===== config.mk =====
export PLATFORM = sky130hd
export DESIGN_NAME = uart_cmd_ctrl
export DESIGN_NICKNAME = d
export VERILOG_FILES = /design/src/rtl/uart_pkg.sv /design/src/rtl/uart_cmd_fifo.sv /design/src/rtl/uart_cmd_ctrl.sv
export SDC_FILE = /design/constraint.sdc
export NUM_CORES = 1
export LEC_CHECK = 0
export CAP_MARGIN = 20
export CORE_MARGIN = 3
export CORE_UTILIZATION = 50
export DETAILED_ROUTE_END_ITERATION = 10
export GPL_TIMING_DRIVEN = 0
export HOLD_SLACK_MARGIN = 0.06
export PLACE_DENSITY = 0.67
export SETUP_SLACK_MARGIN = 0.02
export SYNTH_ARGS = -nofsm -noshare
export SYNTH_HDL_FRONTEND = slang
export SYNTH_SLANG_ARGS = --single-unit

===== constraint.sdc =====
create_clock -name clk -period 4 [get_ports clk]
set_input_delay 0.8 -clock clk [delete_from_list [all_inputs] [get_ports clk]]
set_output_delay 0.8 -clock clk [all_outputs]
set_load 0.02 [all_outputs]

===== src/rtl/uart_pkg.sv =====
// Shared definitions for the UART command front-end.
// Holds the command word field positions, default clock/baud constants and the
// controller state encoding. State codes are plain localparams on a 3-bit type
// so older tools and waveform scripts that expect fixed codes keep working.
package uart_pkg;

  // Command word layout: {wr, addr[6:0], wdata[7:0]}
  localparam int unsigned WR_BIT   = 15;
  localparam int unsigned ADDR_MSB = 14;
  localparam int unsigned ADDR_LSB = 8;
  localparam int unsigned DATA_MSB = 7;

  // Defaults of the downstream UART block
  localparam int unsigned CLK_FREQ_HZ = 50_000_000;
  localparam int unsigned BAUD_RATE   = 115_200;

  typedef logic [2:0] state_t;

  localparam state_t IDLE      = 3'd0;
  localparam state_t ISSUE     = 3'd1;
  localparam state_t WAIT_DONE = 3'd2;
  localparam state_t WAIT_RSP  = 3'd3;
  localparam state_t RESP      = 3'd4;

endpackage


===== src/rtl/uart_cmd_fifo.sv =====
// Synchronous FIFO for queued host commands.
// Ports:
//   clk, rst  - clock and synchronous active-high reset
//   push      - write request; ignored while full
//   wdata     - data to write
//   pop       - read request; ignored while empty
//   rdata     - head entry (valid while not empty)
//   full      - count == DEPTH
//   empty     - count == 0
//   count     - current occupancy
// DEPTH must be a power of 2 (>= 2) so the pointers wrap by overflow.
module uart_cmd_fifo #(
  parameter int unsigned WIDTH = 16,
  parameter int unsigned DEPTH = 8
) (
  input  logic                     clk,
  input  logic                     rst,
  input  logic                     push,
  input  logic [WIDTH-1:0]         wdata,
  input  logic                     pop,
  output logic [WIDTH-1:0]         rdata,
  output logic                     full,
  output logic                     empty,
  output logic [$clog2(DEPTH):0]   count
);

  localparam int unsigned PTR_W = $clog2(DEPTH);
  localparam int unsigned CNT_W = PTR_W + 1;

  logic [WIDTH-1:0] mem [DEPTH];
  logic [PTR_W-1:0] wr_ptr_q;
  logic [PTR_W-1:0] rd_ptr_q;
  logic             do_push;
  logic             do_pop;

  assign full    = (count == CNT_W'(DEPTH));
  assign empty   = (count == '0);
  assign do_push = push && !full;
  assign do_pop  = pop && !empty;
  assign rdata   = mem[rd_ptr_q];

  always_ff @(posedge clk) begin
    if (rst) begin
      wr_ptr_q <= '0;
      rd_ptr_q <= '0;
      count    <= '0;
    end else begin
      if (do_push) wr_ptr_q <= wr_ptr_q + 1'b1;
      if (do_pop)  rd_ptr_q <= rd_ptr_q + 1'b1;
      case ({do_push, do_pop})
        2'b10:   count <= count + 1'b1;
        2'b01:   count <= count - 1'b1;
        default: count <= count;
      endcase
    end
  end

  // Storage needs no reset; contents are only visible through the pointers.
  always_ff @(posedge clk) begin
    if (do_push) mem[wr_ptr_q] <= wdata;
  end

endmodule


===== src/rtl/uart_cmd_ctrl.sv =====
// Command front-end for the UART command/transmit block.
// Buffers host register-access commands, issues them one at a time over the
// cmd_vld/cmd_rdy style handshake and returns a tagged response for reads
// (read data, parity error, or timeout).
// Ports:
//   clk, rst        - clock, synchronous active-high reset
//   host_cmd/vld    - host command in; host_rdy = FIFO not full
//   uart_cmd/vld    - command to UART, uart_vld is a one-cycle issue pulse
//   uart_rdy        - UART idle; drops while a frame is in flight
//   uart_read_rdy   - read result strobe, uart_read_data = {parity_err, data}
//   rsp_*           - one-cycle read response (addr, data, err, timeout)
//   busy            - FSM not idle or commands queued
//   fifo_count      - FIFO occupancy
module uart_cmd_ctrl
  import uart_pkg::*;
#(
  parameter int unsigned CMD_WIDTH  = 16,
  parameter int unsigned READ_WIDTH = 8,
  parameter int unsigned FIFO_DEPTH = 8,
  parameter int unsigned TO_CYCLES  = 100000
) (
  input  logic                          clk,
  input  logic                          rst,
  input  logic [CMD_WIDTH-1:0]          host_cmd,
  input  logic                          host_vld,
  output logic                          host_rdy,
  output logic [CMD_WIDTH-1:0]          uart_cmd,
  output logic                          uart_vld,
  input  logic                          uart_rdy,
  input  logic                          uart_read_rdy,
  input  logic [READ_WIDTH:0]           uart_read_data,
  output logic                          rsp_vld,
  output logic [6:0]                    rsp_addr,
  output logic [READ_WIDTH-1:0]         rsp_data,
  output logic                          rsp_err,
  output logic                          rsp_timeout,
  output logic                          busy,
  output logic [$clog2(FIFO_DEPTH):0]   fifo_count
);

  localparam int unsigned TO_W = $clog2(TO_CYCLES + 1);
  localparam logic [TO_W-1:0] TO_LIMIT = TO_W'(TO_CYCLES);
  // The counter starts at 2 so that the RESP cycle and the registered rsp_vld
  // cycle are included: rsp_vld lands exactly TO_CYCLES cycles after uart_vld.
  localparam logic [TO_W-1:0] TO_LOAD  = TO_W'(2);

  state_t                state_q, state_d;
  logic [CMD_WIDTH-1:0]  cmd_q;
  logic                  uart_vld_q;
  logic                  seen_low_q;
  logic                  got_rsp_q;
  logic                  to_q;
  logic [TO_W-1:0]       to_cnt_q;
  logic [READ_WIDTH:0]   rdata_q;
  logic                  rsp_vld_q;
  logic [6:0]            rsp_addr_q;
  logic [READ_WIDTH-1:0] rsp_data_q;
  logic                  rsp_err_q;
  logic                  rsp_timeout_q;

  logic [CMD_WIDTH-1:0]  fifo_rdata;
  logic                  fifo_full;
  logic                  fifo_empty;
  logic                  push;
  logic                  pop;
  logic                  issue;
  logic                  is_read;
  logic                  in_wait;
  logic                  to_fire;
  logic                  capture;

  assign push     = host_vld && !fifo_full;
  assign pop      = (state_q == IDLE) && !fifo_empty;
  assign host_rdy = !fifo_full;

  uart_cmd_fifo #(
    .WIDTH (CMD_WIDTH),
    .DEPTH (FIFO_DEPTH)
  ) u_fifo (
    .clk   (clk),
    .rst   (rst),
    .push  (push),
    .wdata (host_cmd),
    .pop   (pop),
    .rdata (fifo_rdata),
    .full  (fifo_full),
    .empty (fifo_empty),
    .count (fifo_count)
  );

  assign is_read = !cmd_q[WR_BIT];
  assign in_wait = (state_q == WAIT_DONE) || (state_q == WAIT_RSP);
  assign to_fire = in_wait && is_read && !got_rsp_q && (to_cnt_q == TO_LIMIT);
  // A strobe coinciding with the timeout is dropped so a timed-out response
  // never carries stale parity.
  assign capture = in_wait && is_read && uart_read_rdy && !got_rsp_q && !to_fire;

  always_comb begin
    state_d = state_q;
    issue   = 1'b0;
    case (state_q)
      IDLE: begin
        if (!fifo_empty) state_d = ISSUE;
      end
      ISSUE: begin
        if (uart_rdy) begin
          issue   = 1'b1;
          state_d = WAIT_DONE;
        end
      end
      WAIT_DONE: begin
        if (to_fire) begin
          state_d = RESP;
        end else if (seen_low_q && uart_rdy) begin
          state_d = is_read ? WAIT_RSP : IDLE;
        end
      end
      WAIT_RSP: begin
        if (got_rsp_q || to_fire) state_d = RESP;
      end
      RESP: begin
        state_d = IDLE;
      end
      default: state_d = IDLE;
    endcase
  end

  always_ff @(posedge clk) begin
    if (rst) begin
      state_q       <= IDLE;
      cmd_q         <= '0;
      uart_vld_q    <= 1'b0;
      seen_low_q    <= 1'b0;
      got_rsp_q     <= 1'b0;
      to_q          <= 1'b0;
      to_cnt_q      <= '0;
      rdata_q       <= '0;
      rsp_vld_q     <= 1'b0;
      rsp_addr_q    <= '0;
      rsp_data_q    <= '0;
      rsp_err_q     <= 1'b0;
      rsp_timeout_q <= 1'b0;
    end else begin
      state_q    <= state_d;
      uart_vld_q <= issue;
      if (pop) cmd_q <= fifo_rdata;

      if (issue) begin
        seen_low_q <= 1'b0;
        got_rsp_q  <= 1'b0;
        to_q       <= 1'b0;
        rdata_q    <= '0;
        if (is_read) to_cnt_q <= TO_LOAD;
      end else begin
        if ((state_q == WAIT_DONE) && !uart_rdy) seen_low_q <= 1'b1;
        if (capture) begin
          got_rsp_q <= 1'b1;
          rdata_q   <= uart_read_data;
        end
        if (to_fire) to_q <= 1'b1;
        if (in_wait && is_read && (to_cnt_q != TO_LIMIT)) to_cnt_q <= to_cnt_q + 1'b1;
      end

      rsp_vld_q <= (state_q == RESP);
      if (state_q == RESP) begin
        rsp_addr_q    <= cmd_q[ADDR_MSB:ADDR_LSB];
        rsp_data_q    <= to_q ? '0 : rdata_q[READ_WIDTH-1:0];
        rsp_err_q     <= rdata_q[READ_WIDTH];
        rsp_timeout_q <= to_q;
      end
    end
  end

  assign uart_cmd    = cmd_q;
  assign uart_vld    = uart_vld_q;
  assign rsp_vld     = rsp_vld_q;
  assign rsp_addr    = rsp_addr_q;
  assign rsp_data    = rsp_data_q;
  assign rsp_err     = rsp_err_q;
  assign rsp_timeout = rsp_timeout_q;
  assign busy        = (state_q != IDLE) || !fifo_empty;

endmodule

Yosys cells after proc, flatten, opt, wreduce, memory -nomap -nowiden
Memory sizes are Yosys's and may differ from the RTL's. A register that Yosys moved wholly into a read port is not among the register bits.
Index checks and enable logic that the tools add are counted.
- register bits after elaboration: 61
- bits in writable memories: 128
- input port bits: 30
- output and inout bits: 41
- logic and storage cells: 81
- memories: 1
- memory list (name ; words ; bits a word ; rd ports ; clocked after memory_dff ; write ports ; RTL line ; text):
    u_fifo.mem ; 8 ; 16 ; 1 ; 1 ; 1 ; uart_cmd_fifo.sv:30 ; logic [WIDTH-1:0] mem [DEPTH];
- $add $sub $neg: 5
- equal/unequal tests: 14
- mux-type cells: 16
- reduce and logical (&&, ||, !) cells: 30
- operator list (kind ; count):
    17-bit 2-to-1 mux ; 3
    17-bit by 1-bit adder with 17-bit output, second input constant ; 1
    17-bit equality test, second input constant ; 1
    17-bit != test, second input constant ; 1
    3-bit 2-to-1 mux ; 5
    1-bit logical AND ; 13
    3-bit case mux with 4 select lines ; 1
    8-bit 2-to-1 mux ; 1
    4-bit case mux with 2 select lines ; 1
    3-bit by 1-bit adder with 3-bit output, second input constant ; 2
    3-bit by 2-bit equality test with 1-bit output, second input constant ; 2
    1-bit logical NOT ; 6
    2-bit != test, second input constant ; 3
    4-bit by 1-bit adder with 4-bit output, second input constant ; 1
    4-bit equality test, second input constant ; 1
    4-bit logical NOT ; 1
    1-bit 2-to-1 mux ; 4
    4-bit AND reduction ; 1
    2-bit nonzero test ; 2
    4-bit by 1-bit subtractor with 4-bit output, second input constant ; 1
    3-bit by 1-bit equality test with 1-bit output, second input constant ; 1
    3-bit equality test, second input constant ; 1
    3-bit logical NOT ; 1
    1-bit logical OR ; 3
    8 further kinds ; 8

Logic depth before layout (Yosys ltp)
Gate-level depths: netlist of the first run.
- word-level depth: 8
- depth in mapped cells: 12
- depth with buffers taken out: 10

Hierarchy
A second synthesis of the first run with hierarchy kept.
- cells, all modules: 597
- area, all modules: 8401.8 um^2
- by module, submodules not included (module ; instances ; cells each ; area each (um^2)):
    uart_cmd_fifo ; 1 ; 259 ; 5569.1
    uart_cmd_ctrl ; 1 ; 338 ; 2832.7

Worst setup path after synthesis of the first run
OpenSTA, ideal clock, no wires.
- path kind: flip-flop to flip-flop
- start: reg u_fifo.count[1]
- end: mem u_fifo.mem[0][0], enable pin
- library setup time: 0.430 ns
- arrival: 2.837 ns
- required time: 3.570 ns
- path slack: 0.733 ns
- stages on the path, launching flop included: 6
- buffers on the path: 1
- period minus slack after synthesis: 3.267 ns
- path through: dfxtp_1 -> clkbuf_1 -> nor3_1 -> nand2_1 -> nand2_1 -> nor4_1
- word-level cells in the longest chain between the ends: 6
- RTL lines (element ; RTL line ; text):
    start, declared ; uart_cmd_fifo.sv:24 ; output logic [$clog2(DEPTH):0] count
    start signal, assigned ; uart_cmd_fifo.sv:51 ; 2'b10: count <= count + 1'b1;
    start signal, assigned ; uart_cmd_fifo.sv:52 ; 2'b01: count <= count - 1'b1;
    start signal, assigned ; uart_cmd_fifo.sv:53 ; default: count <= count;
    4-bit equality test * ; uart_cmd_fifo.sv:36 ; assign full = (count == CNT_W'(DEPTH));
    1-bit logical NOT * ; n/a ;
    named net host_rdy ; uart_cmd_ctrl.sv:26 ; output logic host_rdy,
    1-bit logical AND ; uart_cmd_ctrl.sv:72 ; assign push = host_vld && !fifo_full;
    1-bit logical AND * ; uart_cmd_fifo.sv:38 ; assign do_push = push && !full;
    1-bit 2-to-1 mux * ; uart_cmd_fifo.sv:60 ; if (do_push) mem[wr_ptr_q] <= wdata;
    1-bit 2-to-1 mux (implied by the code) * ; uart_cmd_fifo.sv:60 ;
    end, declared ; uart_cmd_fifo.sv:30 ;
Mark *: on every way through the listed nets, which the timed path passes. The rest lies on a longest branch.

Worst setup path in the final report of the first run
- start: reg u_fifo.count[1]
- end: out host_rdy
- word-level cells in the longest chain between the ends: 2
- RTL lines (element ; RTL line ; text):
    4-bit equality test ; uart_cmd_fifo.sv:36 ;
    1-bit logical NOT ; uart_cmd_ctrl.sv:74 ; assign host_rdy = !fifo_full;
    end, declared ; uart_cmd_ctrl.sv:26 ;
No other way between the ends.

==> impl_results.md, run 1 <==
* Average size of a mapped cell at 14.5 um^2
* Outcome: completed
* Crit path capture: host_rdy
* Synth Area in Simple Gates at 11.0%
* Routability cong. at approximately 0.8
* FP Rows at between 40 and 50
* Final WS setup at roughly 1.1 ns
* Crit end category: primary output
* Worst slew pin tran at about 0.84 ns
* CTS Buf Count at 22
* YS warnings at 0
* Vias at a little under 5k
* Largest net degree at the start of global routing at 14
* Worst Setup SP: u_fifo.count[1]$_SDFFE_PP0P_
* Initial Util at between 50 and 60%
* Slowest stage delay, CP at 0.64 ns
* Core Area at 15,500 um^2
* CP delay by family, top: buffers and inverters
* Met1 Use GR at 25.8%
* H-Tree Depth at 1
* Fmax at 349 MHz
* Die Span Y at about 130 um
* Critical Setup Path Class: reg2out
* Leading area contributor after synthesis: edfxtp_1
* CTS tree: built
* Final Util at 64.3%
* Final setup skew at approximately 0.025 ns
* Post-synthesis sequential area ratio at approximately 67%
* Hold Crit Depth at 2
* CP max-delay cell: clkdlybuf4s50_1
* Synth Area in Compound Gates at 4.09%
* Port Buffer Count at 69
* Design Area, Final at 9960 um^2
* First-pass GRT wire length at 26,600 um
* Xor and xnor fraction of the mapped netlist area at under 10%
* Initial antenna violation count at 0
* Top_reg_cell synth: edfxtp_1
* M2 GR Usage at 31.5%
* Fraction of layout cells with a size suffix above 1 at between 10% and 20%
* Vias/cell at 5.48
* CP Max Fanout at 7
* Worst Hold Class: reg2reg
* Area after DPL at approximately 9200 um^2
* Post-layout minimum cycle time at 2.87 ns
* Clk Latency, worst-skew pair at 0.52 ns
* Final setup viols at 0
* CP bufs+invs at 2
* Grt total ovfl at 0
* R2r setup slk at 1.14 ns
* Adder-cell share of the synthesized area at 1.08%
* IO Pins at 71
* R2R depth at 12
* Syn nets at 594
* FFs w/ async S/R, synth at 0%
* Layout fillers at 1,123
* Wirelength, routed at roughly 17,000 um
* Area contributors post-synth: edfxtp_1, dfxtp_1, mux4_2
* Multiplexer share of the synthesized area at 12.3%
* Pre-CTS setup slack at 0.953 ns
* Worst R2R End: u_fifo.count[2]$_SDFFE_PP0P_
* Share of the synthesized area in the top cell type at 47.6%
* Routed wire per std cell at 18.7 um
* Total Routing Usage GR at 19.0%
* Post-Synthesis Cells at 557
* EDFF count, synth at ~130
* Reg-to-Reg Start: u_fifo.count[1]$_SDFFE_PP0P_
* Clock sinks at 205
* Endpoints failing hold at 0
* Final worst path period share at 71.7%
* Synth cell types at 46
* DP HPWL at ~11,000 um
* Synth Register Bits at 205
* Antenna-violating nets left at 0
* Slew headroom at 43.4%
* Peak supply drop at 401 uV
* P&R area growth vs syn at 23.3%
* Vias in the first global route at 4,918
* Arrival time worst endpoint at 2.07 ns
* Top Usage Layer GRT: met2
* Required time worst endpoint at 3.20 ns
* Die area at 17,700 um^2
* Post-CTS sizing at 0
* Nets at approximately 700
* Synthesized area at 8080 um^2
* Pleak at 3.38 nW
* PwrDens at 642 nW/um^2
* Clk pin slew, worst setup/hold paths at 0.06 ns
* Post-CTS Setup Bufs at 0
* Ant. Diodes at 0
* Critical Path Start Type: flop
* CP cell instances: clkbuf_1 -> nor3_1 -> nand2_1 -> clkdlybuf4s50_1
* CTS root buf: clkbuf_16
* Hold-fix buffers, CTS at 0
* Clock Path Buffers at 3
* Die width at ~130 um
* Met3 Use GR at 3.88%
* Critical path depth at 4
* Combinational family with the most area after synthesis: multiplexers
* Pre-Repair DR Iteration Count at 4
* DR DRC count at 0
* Iteration-0 DRC Markers at 270
* RSZ-0062 raised after global routing: false
* Max Slew Vio Count at 0
* Max-Cap Viols at 0
## logic make-up (layout without fill, tap and decap cells)
kind of cell | after synthesis | after routing
flip-flops | 205 | 205
AND/OR/NAND/NOR | 175 | 175
multiplexers | 59 | 59
AO/OA/AOI/OAI | 52 | 52
buffers and inverters | 36 | 154
XOR/XNOR | 23 | 23
adder cells (fa/ha/maj) | 7 | 7
## metrics by stage
stage	hold WS, ns	total power [mW]	setup TNS (ns)	instances
final	0.456	6.39	0	886
after global routing	0.481	6.71	0	886
after CTS	0.454	6.46	0	886
after detailed placement	0.448	4.39	0	847
after global placement	0.437	4.34	-32.18	837
after floorplan	0.431	3.78	0	557
## report_power, final
group,total [mW],switching (mW),internal [mW],leakage [nW]
combinational,1.73,0.932,0.795,1.23
clock,2.05,0.804,1.25,0.365
sequential,2.61,0.150,2.46,1.79
## synthesized netlist by cell type (3+ instances only)
| cell type | instances |
|---|---|
| nand4_1 | 6 |
| nand2b_1 | 6 |
| buf_2 | 12 |
| ha_1 | 7 |
| clkbuf_1 | 10 |
| edfxtp_1 | 128 |
| mux2i_1 | 27 |
| a21oi_1 | 24 |
| a211oi_1 | 20 |
| xor2_1 | 20 |
| nand2_1 | 35 |
| nor3_1 | 9 |
| nor2_1 | 69 |
| nand3_1 | 11 |
| inv_1 | 3 |
| and3_1 | 13 |
| buf_6 | 3 |
| mux4_2 | 32 |
| xnor2_1 | 3 |
| dfxtp_1 | 77 |
| buf_4 | 6 |
## cell type report
type	count	area [um^2]	share of cell area, %
plain buffers	33	184	1.85
clock buffers	28	593	5.96
clock inverters	11	156	1.57
inverters	3	11.3	0.113
multi-input cells	316	2530	25.4
flip-flops and latches	205	5390	54.1
well taps	211	264	2.65
repair buffers	79	836	8.39
## cells in the final DEF, fill, tap and decap left out, types with 20 or more instances in the layout
cell               n
nand2_1           35
mux2i_1           27
a21oi_1           24
clkbuf_16         22
edfxtp_1         128
nor2_1            66
mux4_2            32
xor2_1            20
clkdlybuf4s50_1   69
a211oi_1          20
dfxtp_1           77
## state kept, by name, indices dropped and copies added, names as in the netlist, 4 cells and up
signal,count
rdata_q,9
rsp_addr,7
rsp_data,8
to_cnt_q,17
u_fifo.count,4
u_fifo.mem,128
uart_cmd,16
## worst min path at each step
stage | startpoint | end | slack, ns
2_1_floorplan | rdata_q[8]$_SDFFE_PP0P_ | rsp_err$_SDFFE_PP0P_ | 0.43
3_3_place_gp | to_q$_SDFFE_PP0P_ | rsp_timeout$_SDFFE_PP0P_ | 0.44
3_5_place_dp | to_q$_SDFFE_PP0P_ | rsp_timeout$_SDFFE_PP0P_ | 0.45
4_1_cts | to_q$_SDFFE_PP0P_ | rsp_timeout$_SDFFE_PP0P_ | 0.45
5_1_grt | rsp_addr[1]$_SDFFE_PP0P_ | rsp_addr[1]$_SDFFE_PP0P_ | 0.48
6_report | to_q$_SDFFE_PP0P_ | rsp_timeout$_SDFFE_PP0P_ | 0.46
## metal layers
metal,vias to the layer above,wire [um]
met5,-,0
met4,0,327
met3,25,1030
met2,154,8090
met1,2383,7150
li1,2289,-
## worst register-to-register path, stage by stage, from the launching register on
cell	delay, ns
dfxtp_1	0.32
clkbuf_1	0.19
nor4_2	0.37
nor2b_1	0.09
buf_2	0.19
buf_2	0.24
ha_1	0.31
xor2_1	0.16
ha_1	0.19
a21oi_1	0.16
xor2_1	0.10
or3_1	0.32
a21oi_1	0.14
Power figures use the tool's default switching activity.
==> inputs of run 2 (changes only) <==
--- a/config.mk
+++ b/config.mk
@@ -11,7 +11,7 @@
 export DETAILED_ROUTE_END_ITERATION = 10
 export GPL_TIMING_DRIVEN = 0
 export HOLD_SLACK_MARGIN = 0.06
-export PLACE_DENSITY = 0.67
+export PLACE_DENSITY = 0.69
 export SETUP_SLACK_MARGIN = 0.02
 export SYNTH_ARGS = -nofsm -noshare
 export SYNTH_HDL_FRONTEND = slang
==> constraint.sdc (replaced) <==
create_clock -name clk -period 2.4 [get_ports clk]
set_input_delay 0.48 -clock clk [delete_from_list [all_inputs] [get_ports clk]]
set_output_delay 0.48 -clock clk [all_outputs]
set_load 0.02 [all_outputs]
==> impl_results.md, run 2 (synthesis results as in run 1) <==
* Outcome: completed
* Pleak at around 3.4 nW
* Port Buffer Count at 69
* Slowest stage delay, CP at 0.39 ns
* Max reg flops at 128
* Clock Path Buffers at 3
* Clock sinks at about 210
* Routed wire per std cell at 19.0 um
* Required time worst endpoint at 2.84 ns
* Reg-to-Reg Start: u_fifo.count[1]$_SDFFE_PP0P_
* Endpoints failing hold at 0
* CP delay by family, top: simple AND/OR/NAND/NOR gates
* Fraction of layout cells with a size suffix above 1 at a little under a fifth
* Most flops, register: u_fifo.mem
* Die width at 133 um
* Initial Util at between 50% and 60%
* Final WS setup at roughly 0.003 ns
* Fmax at 417 MHz
* Iteration-0 DRC Markers at 287
* Metal3 WL at 915 um
* H-Tree Depth at 1
* PwrDens at 1090 nW/um^2
* Vias/cell at 5.45
* Final setup skew at 0.0190 ns
* Area after DPL at 9270 um^2
* Most common cell after layout, fill and taps aside: edfxtp_1
* CTS tree: built
* Critical path depth at 11
* Worst slew pin tran at 0.866 ns
* Max Slew Vio Count at 0
* Final worst path period share at 99.9%
* Slew headroom at 41.8%
* Met2 routed WL at around 8300 um
* Initial antenna violation count at 0
* Routability cong. at 0.842
* CP bufs+invs at 2
* Crit path capture: u_fifo.count[2]$_SDFFE_PP0P_
* First-pass GRT wire length at 27,100 um
* Critical Setup Path Class: reg2reg
* Pre-CTS setup slack at -0.250 ns
* CTS root buf: clkbuf_16
* Final setup viols at 0
* Max-Cap Viols at 0
* Peak supply drop at 893 uV
* Top Metal Used: met4
* Critical Path Start Type: flop
* DR DRC count at 0
* Wirelength, routed at between 15,000 and 20,000 um
* Largest net degree at the start of global routing at 16
* Vias at 4,815
* Vias in the first global route at 4,891
* Min Hold Slack at roughly 0.45 ns
* Layout fillers at 1,084
* R2r setup slk at approximately 0.0029 ns
* FP Rows at 45
* Worst R2R End: u_fifo.count[2]$_SDFFE_PP0P_
* Antenna-violating nets left at 0
* P&R area growth vs syn at 25.4%
* Most frequent cells in the layout: edfxtp_1, dfxtp_1, clkdlybuf4s50_1, nor2_1, nand2_1
* Design Area, Final at about 10,000 um^2
* CP max-delay cell: dfxtp_4
* DP HPWL at 11,300 um
* Ant. Diodes at 0
* Post-layout minimum cycle time at between 2 and 2.5 ns
* Met1 wire length at 7230 um
* CP cell instances: nor4_4 -> nor2b_4 -> buf_6 -> buf_8 -> ha_4 -> xor2_1 -> ha_1 -> a21oi_2 -> xor2_1 -> or3_1 -> a21oi_2
* Clk Latency, worst-skew pair at 0.52 ns
* Clk pin slew, worst setup/hold paths at around 0.060 ns
* CTS Buf Count at 22
* CP Max Fanout at 11
* Worst Setup SP: u_fifo.count[1]$_SDFFE_PP0P_
* Worst Hold Class: reg2reg
* RSZ-0062 raised after global routing: true
* Nets at 694
* Die area at about 18,000 um^2
* Hold-fix buffers, CTS at 0
* Total Routing Usage GR at 19.4%
* Grt total ovfl at 0
* Pre-Repair DR Iteration Count at 4
* Arrival time worst endpoint at 2.83 ns
* R2R depth at 11
* IO Pins at ~70
* Die Span Y at 133 um
* Crit end category: flop
* Core Area at 15,500 um^2
-- run 2: worst min-delay path, delay by kind of cell (launching register included) --
| kind | cells | cell delay, ns |
|---|---|---|
| flip-flops | 1 | 0.31 |
| AND/OR/NAND/NOR | 1 | 0.05 |
| AO/OA/AOI/OAI | 1 | 0.05 |
-- run 2: how the worst min path moves through the flow --
stage	startpoint	end	slack, ns	depth (start not counted)
final	rdata_q[8]$_SDFFE_PP0P_	rsp_err$_SDFFE_PP0P_	0.45	2
after global placement	to_q$_SDFFE_PP0P_	rsp_timeout$_SDFFE_PP0P_	0.44	2
after detailed placement	to_q$_SDFFE_PP0P_	rsp_timeout$_SDFFE_PP0P_	0.45	2
after CTS	rdata_q[8]$_SDFFE_PP0P_	rsp_err$_SDFFE_PP0P_	0.46	2
after global routing	rsp_addr[5]$_SDFFE_PP0P_	rsp_addr[5]$_SDFFE_PP0P_	0.49	2
after floorplan	rdata_q[8]$_SDFFE_PP0P_	rsp_err$_SDFFE_PP0P_	0.43	2
-- run 2: what timing repair did --
action                     in CTS  in global routing
pin swaps                       0                  3
setup buffers                   0                  0
resized for setup               7                 10
setup endpoints to repair       3                  3
-- run 2: per-stage QoR --
| step | setup TNS, ns | cells | utilization, % | total power, mW |
|---|---|---|---|---|
| floorplan | 0 | 557 | - | 6.35 |
| global placement | -65.57 | 837 | 58.7 | 7.24 |
| detailed placement | -1.46 | 845 | 59.9 | 7.37 |
| CTS | -0.0513 | 885 | 65.2 | 11.0 |
| global route | -0.191 | 884 | 65.4 | 11.6 |
| finish | 0 | 884 | 65.4 | 11.0 |
-- run 2: metal layers --
layer  GRT usage [%]  vias to the layer above
met5               0                        -
met4            4.79                        0
met3            3.61                       30
met2            32.6                      145
met1            26.5                     2359
li1                -                     2281
-- run 2: cell type report --
| cell class | count | area, um^2 | share of cell area, % |
|---|---|---|---|
| sequential | 205 | 5390 | 53.2 |
| multi-input combinational | 316 | 2620 | 25.9 |
| timing repair buffer | 77 | 846 | 8.35 |
| clock buffer | 23 | 554 | 5.47 |
| tap | 211 | 264 | 2.61 |
| clock inverter | 17 | 243 | 2.40 |
| buffer | 32 | 196 | 1.94 |
| inverter | 3 | 11.3 | 0.111 |
-- run 2: power by group --
group / internal [mW] / leakage (nW) / switching [mW]
Clock: 2.24 / 0.380 / 1.38
Sequential: 4.11 / 1.79 / 0.277
Combinational: 1.43 / 1.24 / 1.59
